### src/rtl/serial_adder_ctrl.sv
// ============================================================================
// Module   : serial_adder_ctrl
// Adds two NIBBLES*4-bit operands one nibble per clock through a single
// 4-bit ripple slice, with a start/busy/done handshake.
// Optional : `define SERIAL_ADDER_SUB_EN adds a 'sub' port (x - y mode).
// Revision : 1.0 - initial release
// ============================================================================
`default_nettype none

module serial_adder_ctrl #(
  parameter int NIBBLES = 4
) (
  input  logic                 clk,
  input  logic                 reset,
  input  logic                 start,
  input  logic [4*NIBBLES-1:0] x,
  input  logic [4*NIBBLES-1:0] y,
  input  logic                 c_in,
`ifdef SERIAL_ADDER_SUB_EN
  input  logic                 sub,
`endif
  output logic                 busy,
  output logic                 done,
  output logic [4*NIBBLES-1:0] out,
  output logic                 c_out
);

  localparam int W  = 4 * NIBBLES;
  localparam int CW = $clog2(NIBBLES);

  typedef enum logic [1:0] {
    IDLE = 2'd0,
    RUN  = 2'd1,
    DONE = 2'd2
  } state_t;

  state_t          state_q, state_d;
  logic [W-1:0]    xa_q, xa_d;
  logic [W-1:0]    ya_q, ya_d;
  logic [W-1:0]    sum_q, sum_d;
  logic [W-1:0]    out_q, out_d;
  logic [CW-1:0]   cnt_q, cnt_d;
  logic            carry_q, carry_d;
  logic            cout_q, cout_d;

  // Shared 4-bit ripple slice on the current nibble.
  logic [3:0]      nib_a, nib_b, nib_g, nib_p, nib_s;
  logic            nib_c;

  always_comb begin
    nib_a = xa_q[{cnt_q, 2'b00} +: 4];
    nib_b = ya_q[{cnt_q, 2'b00} +: 4];
    nib_g = nib_a & nib_b;
    nib_p = nib_a ^ nib_b;
    nib_s = 4'd0;
    nib_c = carry_q;
    for (int i = 0; i < 4; i++) begin
      nib_s[i] = nib_p[i] ^ nib_c;
      nib_c    = (nib_p[i] & nib_c) | nib_g[i];
    end
  end

  always_comb begin
    state_d = state_q;
    xa_d    = xa_q;
    ya_d    = ya_q;
    sum_d   = sum_q;
    out_d   = out_q;
    cnt_d   = cnt_q;
    carry_d = carry_q;
    cout_d  = cout_q;
    case (state_q)
      IDLE: begin
        if (start) begin
          xa_d    = x;
          cnt_d   = '0;
          state_d = RUN;
`ifdef SERIAL_ADDER_SUB_EN
          // Two's-complement subtract: invert y and force the initial carry.
          ya_d    = sub ? ~y : y;
          carry_d = sub ? 1'b1 : c_in;
`else
          ya_d    = y;
          carry_d = c_in;
`endif
        end
      end
      RUN: begin
        sum_d[{cnt_q, 2'b00} +: 4] = nib_s;
        carry_d = nib_c;
        if (cnt_q == CW'(NIBBLES - 1)) begin
          out_d   = sum_d;
          cout_d  = nib_c;
          state_d = DONE;
        end else begin
          cnt_d = cnt_q + CW'(1);
        end
      end
      DONE: begin
        state_d = IDLE;
      end
      default: begin
        state_d = IDLE;
      end
    endcase
  end

  always_ff @(posedge clk) begin
    if (reset) begin
      state_q <= IDLE;
      xa_q    <= '0;
      ya_q    <= '0;
      sum_q   <= '0;
      out_q   <= '0;
      cnt_q   <= '0;
      carry_q <= 1'b0;
      cout_q  <= 1'b0;
    end else begin
      state_q <= state_d;
      xa_q    <= xa_d;
      ya_q    <= ya_d;
      sum_q   <= sum_d;
      out_q   <= out_d;
      cnt_q   <= cnt_d;
      carry_q <= carry_d;
      cout_q  <= cout_d;
    end
  end

  assign busy  = (state_q == RUN) || (state_q == DONE);
  assign done  = (state_q == DONE);
  assign out   = out_q;
  assign c_out = cout_q;

endmodule

`default_nettype wire

### config.mk
export PLATFORM = sky130hd
export DESIGN_NAME = serial_adder_ctrl
export DESIGN_NICKNAME = d
export VERILOG_FILES = /design/src/rtl/serial_adder_ctrl.sv
export SDC_FILE = /design/constraint.sdc
export NUM_CORES = 1
export LEC_CHECK = 0
export BUFFER_PORTS_ARGS = -buffer_cell sky130_fd_sc_hd__buf_2
export CELL_PAD_IN_SITES_DETAIL_PLACEMENT = 1
export CELL_PAD_IN_SITES_GLOBAL_PLACEMENT = 1
export CORE_MARGIN = 10
export CORE_UTILIZATION = 42
export DETAILED_ROUTE_END_ITERATION = 10
export PLACE_DENSITY = 0.9
export REMOVE_ABC_BUFFERS = 1
export SYNTH_ARGS = -nofsm -noshare
export SYNTH_HDL_FRONTEND = slang
export SYNTH_SLANG_ARGS = --single-unit
export TNS_END_PERCENT = 1
### constraint.sdc
create_clock -name clk -period 3.8 [get_ports clk]
set_input_delay 0.57 -clock clk [delete_from_list [all_inputs] [get_ports clk]]
set_output_delay 0.57 -clock clk [all_outputs]
set_load 0.02 [all_outputs]
# Word level (Yosys, flattened, before mapping)
# Index checks and enable logic that the tools add are counted.
[totals] register_bits=70 in_bits=36 out_inout_bits=19 word_cells=51
[classes] addsub=2 n_eq_ne=6 shift=4 n_mux=9 n_bitwise=14 n_reduce_logical=8
[ops] cell="$shiftx 16x5->4" n=2
[ops] cell="$bwmux 16" n=1
[ops] cell="$shift 4x6->16 const A" n=1
[ops] cell="$shiftx 4x6->16" n=1
[ops] cell="$mux 2" n=4
[ops] cell="$pmux 2 s2" n=2
[ops] cell="$reduce_and 2->1" n=4
[ops] cell="$ne 2x2->1 const B" n=3
[ops] cell="$neg 4->6" n=1
[ops] cell="$and 1x1->1" n=4
[ops] cell="$and 4x4->4" n=1
[ops] cell="$eq 2x2->1 const B" n=2
[ops] cell="$or 1x1->1" n=4
[ops] cell="$xor 1x1->1" n=4
[ops] cell="$xor 4x4->4" n=1
[ops] cell="$reduce_and 3->1" n=1
[ops] cell="$add 2x1->2 const B" n=1
[ops] cell="$eq 2x1->1 const B" n=1
[ops] cell="$logic_not 2->1" n=1
[ops] cell="$pmux 1 s2" n=1
[ops] cell="$reduce_bool 2->1" n=1
[ops] cell="$logic_or 1x1->1" n=1
[ops] cell="$mux 1" n=1

# Longest topological paths before layout
[depth] ltp_word=11 ltp_mapped=11 mapped_depth_nobuf=10

# Least setup slack after synthesis
# OpenSTA, ideal clock, no wires.
[synth_timing] path_type="register to register" start="register cnt_q[0]" end="register out_q[11], in the netlist out[11]" setup_ns=0.132 arrival_ns=2.863 t_required_ns=3.668 setup_slack_ns=0.805 path_stages_with_launch=12 n_path_buf=2 synth_period_minus_slack_ns=2.995 cell_sequence="dfxtp_1 > buf_6 > mux4_2 > fa_1 > inv_1 > fa_1 > fa_1 > inv_1 > fa_1 > buf_2 > a221oi_1 > nor3_1"
[synth_via] elab_chain_cells=11 elab_cells_between_ends=20 classes_between="add/sub: 1; eq/ne: 1; shift: 4; mux: 1; bitwise: 12; reduce/logical: 1"
[synth_rtl] item="from (decl)" line_no="42" rtl="logic [CW-1:0] cnt_q, cnt_d;"
[synth_rtl] item="from (signal assigned)" line_no="124" rtl="cnt_q <= cnt_d;"
[synth_rtl] item="$shiftx 16x5->4, on equally long branches" line_no="51, 52"
[synth_rtl] item="$xor 4x4->4" line_no="54" rtl="nib_p = nib_a ^ nib_b;"
[synth_rtl] item="$and 1x1->1" line_no="59" rtl="nib_c = (nib_p[i] & nib_c) | nib_g[i];"
[synth_rtl] item="$or 1x1->1" line_no="59"
[synth_rtl] item="$and 1x1->1" line_no="59"
[synth_rtl] item="$or 1x1->1" line_no="59"
[synth_rtl] item="$and 1x1->1" line_no="59"
[synth_rtl] item="$or 1x1->1" line_no="59"
[synth_rtl] item="$xor 1x1->1" line_no="58" rtl="nib_s[i] = nib_p[i] ^ nib_c;"
[synth_rtl] item="$shiftx 4x6->16" line_no="89" rtl="sum_d[{cnt_q, 2'b00} +: 4] = nib_s;"
[synth_rtl] item="$bwmux 16" line_no="89"
[synth_rtl] item="to (signal assigned)" line_no="123" rtl="out_q <= out_d;"
[synth_rtl] item="to (decl)" line_no="41" rtl="logic [W-1:0] out_q, out_d;"
# Several ways; a longest one is shown, not always the timed one.
# A chain may end at the register's enable or synchronous reset.

# Worst setup path in the final report
[layout_timing] start="register cnt_q[1]" end="register out_q[11], in the netlist out[11]"
# Same word-level chain as after synthesis.

==> impl_metrics.env <==
export IMPL_place_ws_ns=0.734
export IMPL_rows=31
export IMPL_r2r_start="cnt_q[1]"
export IMPL_htreeDepth=3
export IMPL_cts_sinks=70
export IMPL_min_from="xa_q[9]"
export IMPL_diodes=0
export IMPL_track_usage_pct=14.3
export IMPL_nNetsFinal=444
export IMPL_grt_pass1_wl_mm=13.6
export IMPL_ant_nets=0
export IMPL_layout_drive_gt1_share_pct=21.3
export IMPL_antenna_found_initial=0
export IMPL_finalHoldViolCount=0
export IMPL_yosysTopAreaCell="dfxtp_1"
export IMPL_ys_flop_type="dfxtp_1"
export IMPL_clkTransAtPathRegs_ns=0.07
export IMPL_crit_top_cell="fa_1"
export IMPL_portBuffers=54
export IMPL_synth_top_cell_area_share_pct=43.7
export IMPL_p_per_area_mw_per_mm2=434
export IMPL_post_cts_setup_buffers=0
export IMPL_fmax_mhz=329
export IMPL_root_buffer="clkbuf_8"
export IMPL_start_kind="flop"
export IMPL_hold_end="xa_q[9]"
export IMPL_endpoint_kind="flop"
export IMPL_initial_utilization_pct=43.7
export IMPL_worstMarginPinSlew_ns=1.16
export IMPL_drtIter0Drc=108
export IMPL_n_fill_cell=905
export IMPL_crit_path_top_delay_cell="dfxtp_1"
export IMPL_critPathMaxFanout=9
export IMPL_cts_buffers=9
export IMPL_layout_min_cycle_time_ns=3.04
export IMPL_first_pass_iters=4
export IMPL_clkLatencyLatePin_ns=0.34
export IMPL_fin_worst_skew_ns=0.00758
export IMPL_maxCapViolCount=0
export IMPL_wl_mm=8.08
export IMPL_worstPathArrival_ns=3.21
export IMPL_avgViaCountPerCell=5.33
export IMPL_hold_depth=2
export IMPL_dieWidth_um=107
export IMPL_gr_total_overflow=0
export IMPL_cts_resized=0
export IMPL_worstPathRequired_ns=3.97
export IMPL_fin_crit_sh_pct=80.0
export IMPL_wl_per_cell_um=16.2
export IMPL_synth_seq_cells=70
export IMPL_yosysSeqAreaShare_pct=43.7
export IMPL_synthTopCellsByCount="73 x nand2_1, 70 x dfxtp_1, 36 x a21oi_1"
export IMPL_gp_congestion=0.735
export IMPL_r2r_cells=9
export IMPL_async_reset_ff_share_pct=0
export IMPL_p_leak_nw=1.46
export IMPL_cts_tree="yes"
export IMPL_vias=2653
export IMPL_fp_dieH_um=107
export IMPL_slew_violations=0
export IMPL_run_status="completed"
export IMPL_crit_chain="mux4_2 > fa_1 > inv_1 > fa_1 > fa_1 > inv_1 > fa_1 > a221oi_1 > nor3_1"
export IMPL_hold_buffers=0
export IMPL_holdCritPathClass="flop to flop"
export IMPL_syn_to_final_growth_pct=12.6
export IMPL_cts_buffer_depth=2
export IMPL_setup_viol=0
export IMPL_synth_area_mm2=0.00321
export IMPL_synth_edf_count=0
export IMPL_r2r_end="out[11]"
export IMPL_timing_worst_setup_path_type="flop to flop"
export IMPL_ys_top_cells_by_area="dfxtp_1 44%, nand2_1 8.5%, a21oi_1 5.6%"
export IMPL_synth_cell_types=38
export IMPL_cp_slowest_stage_delay_ns=0.56
export IMPL_max_vdd_ir_drop_mv=0.184
export IMPL_synth_most_common_cell="nand2_1"
export IMPL_reg2reg_slack_ns=0.76
export IMPL_grt_pass1_vias=2855
export IMPL_syn_inst=357
export IMPL_hpwl_mm=5.84
export IMPL_core_area_mm2=0.00733
export IMPL_totalNegativeSetupSlack_ns=0
export IMPL_yosysWarningCount=0
export IMPL_num_io_pins=55
export IMPL_grt_start_max_net_pins=66
export IMPL_die_area_mm2=0.0115
export IMPL_worst_slack_ns=0.761
export IMPL_slew_headroom_pct=22.5
export IMPL_rsz0062_at_grt="false"
export IMPL_syn_area_per_cell_um2=8.98
export IMPL_drcViolationCount=0
[routing by layer]
metal,GRT usage [%],vias up,wire length [um]
li1,-,1303,-
met1,17.1,1271,3650
met2,23.3,65,3920
met3,4.55,14,401
met4,5.73,0,112
met5,0,-,0
[through the flow]
| stage | hold WS [ns] | cells | power (W) | instance area (um2) | util (%) |
|---|---|---|---|---|---|
| after floorplan | 0.425 | 326 | 0.000917 | 3000 | - |
| after global placement | 0.445 | 483 | 0.000989 | 3420 | 46.7 |
| after detailed placement | 0.448 | 483 | 0.00100 | 3420 | 46.7 |
| after CTS | 0.445 | 498 | 0.00159 | 3610 | 49.3 |
| after global routing | 0.456 | 498 | 0.00165 | 3610 | 49.3 |
| final | 0.456 | 498 | 0.00157 | 3610 | 49.3 |
[cell usage in the layout (no fill, tap or decap), drive strengths merged]
master,synthesis,layout
buf,20,58
and4bb,3,3
a22oi,8,8
dfxtp,70,70
a21o,1,1
clkbuf,11,11
a41oi,1,1
mux2i,1,1
fa,4,4
ha,9,9
or3b,1,1
clkinv,0,2
inv,18,18
a21oi,36,36
or2b,1,1
and4b,1,1
nand2b,2,2
nor3,17,17
bufinv,0,1
nand2,74,74
nor2,32,32
a221oi,16,16
o311ai,1,1
nor2b,3,3
nand4,1,1
o22ai,1,1
mux4,8,8
a211oi,3,3
o21ai,1,1
and2,2,2
a32oi,8,8
clkinvlp,0,1
nand3,1,1
nand3b,2,2
[cell families after synthesis]
kind of cell / count (synthesis) / synth area share, %
compound gates: 76 / 16.3
buf+inv: 49 / 8.59
flops: 70 / 43.7
simple gates: 140 / 19.4
mux: 9 / 6.05
fa+ha+maj: 13 / 6.01
[registers in the layout, summed over array words and instances, names as in the netlist]
register	count
cnt_q	2
state_q	2
out	16
sum_q	16
carry_q	1
c_out	1
ya_q	16
xa_q	16
[power breakdown]
group / internal [W] / switching [W] / total (W) / leakage, nW
Clock: 0.000315 / 0.000270 / 0.000586 / 0.0952
Combinational: 0.0000730 / 0.000129 / 0.000202 / 0.798
Sequential: 0.000763 / 0.0000181 / 0.000781 / 0.570
Total: 0.00115 / 0.000417 / 0.00157 / 1.46
[how the worst max path moves through the flow]
| stage | start | to | cells past startpoint |
|---|---|---|---|
| after global routing | cnt_q[1] | out[11] | 9 |
| after CTS | cnt_q[1] | out[11] | 9 |
| final | cnt_q[1] | out[11] | 9 |
| after floorplan | cnt_q[0] | out[11] | 9 |
| after detailed placement | cnt_q[1] | out[11] | 9 |
| after global placement | cnt_q[0] | out[7] | 9 |
[area by class of cell]
class	instances	area, um2	share of cell area [%]
clock buffer	11	141	3.92
clock inverter	4	47.5	1.32
inverter	18	67.6	1.87
multi-input combinational	238	1530	42.3
sequential	70	1400	38.8
tap	99	124	3.43
timing repair buffer	58	300	8.32
[worst max-delay path, delay by kind of cell (launching register included)]
kind | cells | cell delay, ns
AOI/OAI and AO/OA | 1 | 0.36
adders and majority gates | 4 | 1.45
buffers and inverters | 2 | 0.13
DFF | 1 | 0.56
muxes | 1 | 0.29
and+or+nand+nor | 1 | 0.09
(Power assumes the default switching activity.)
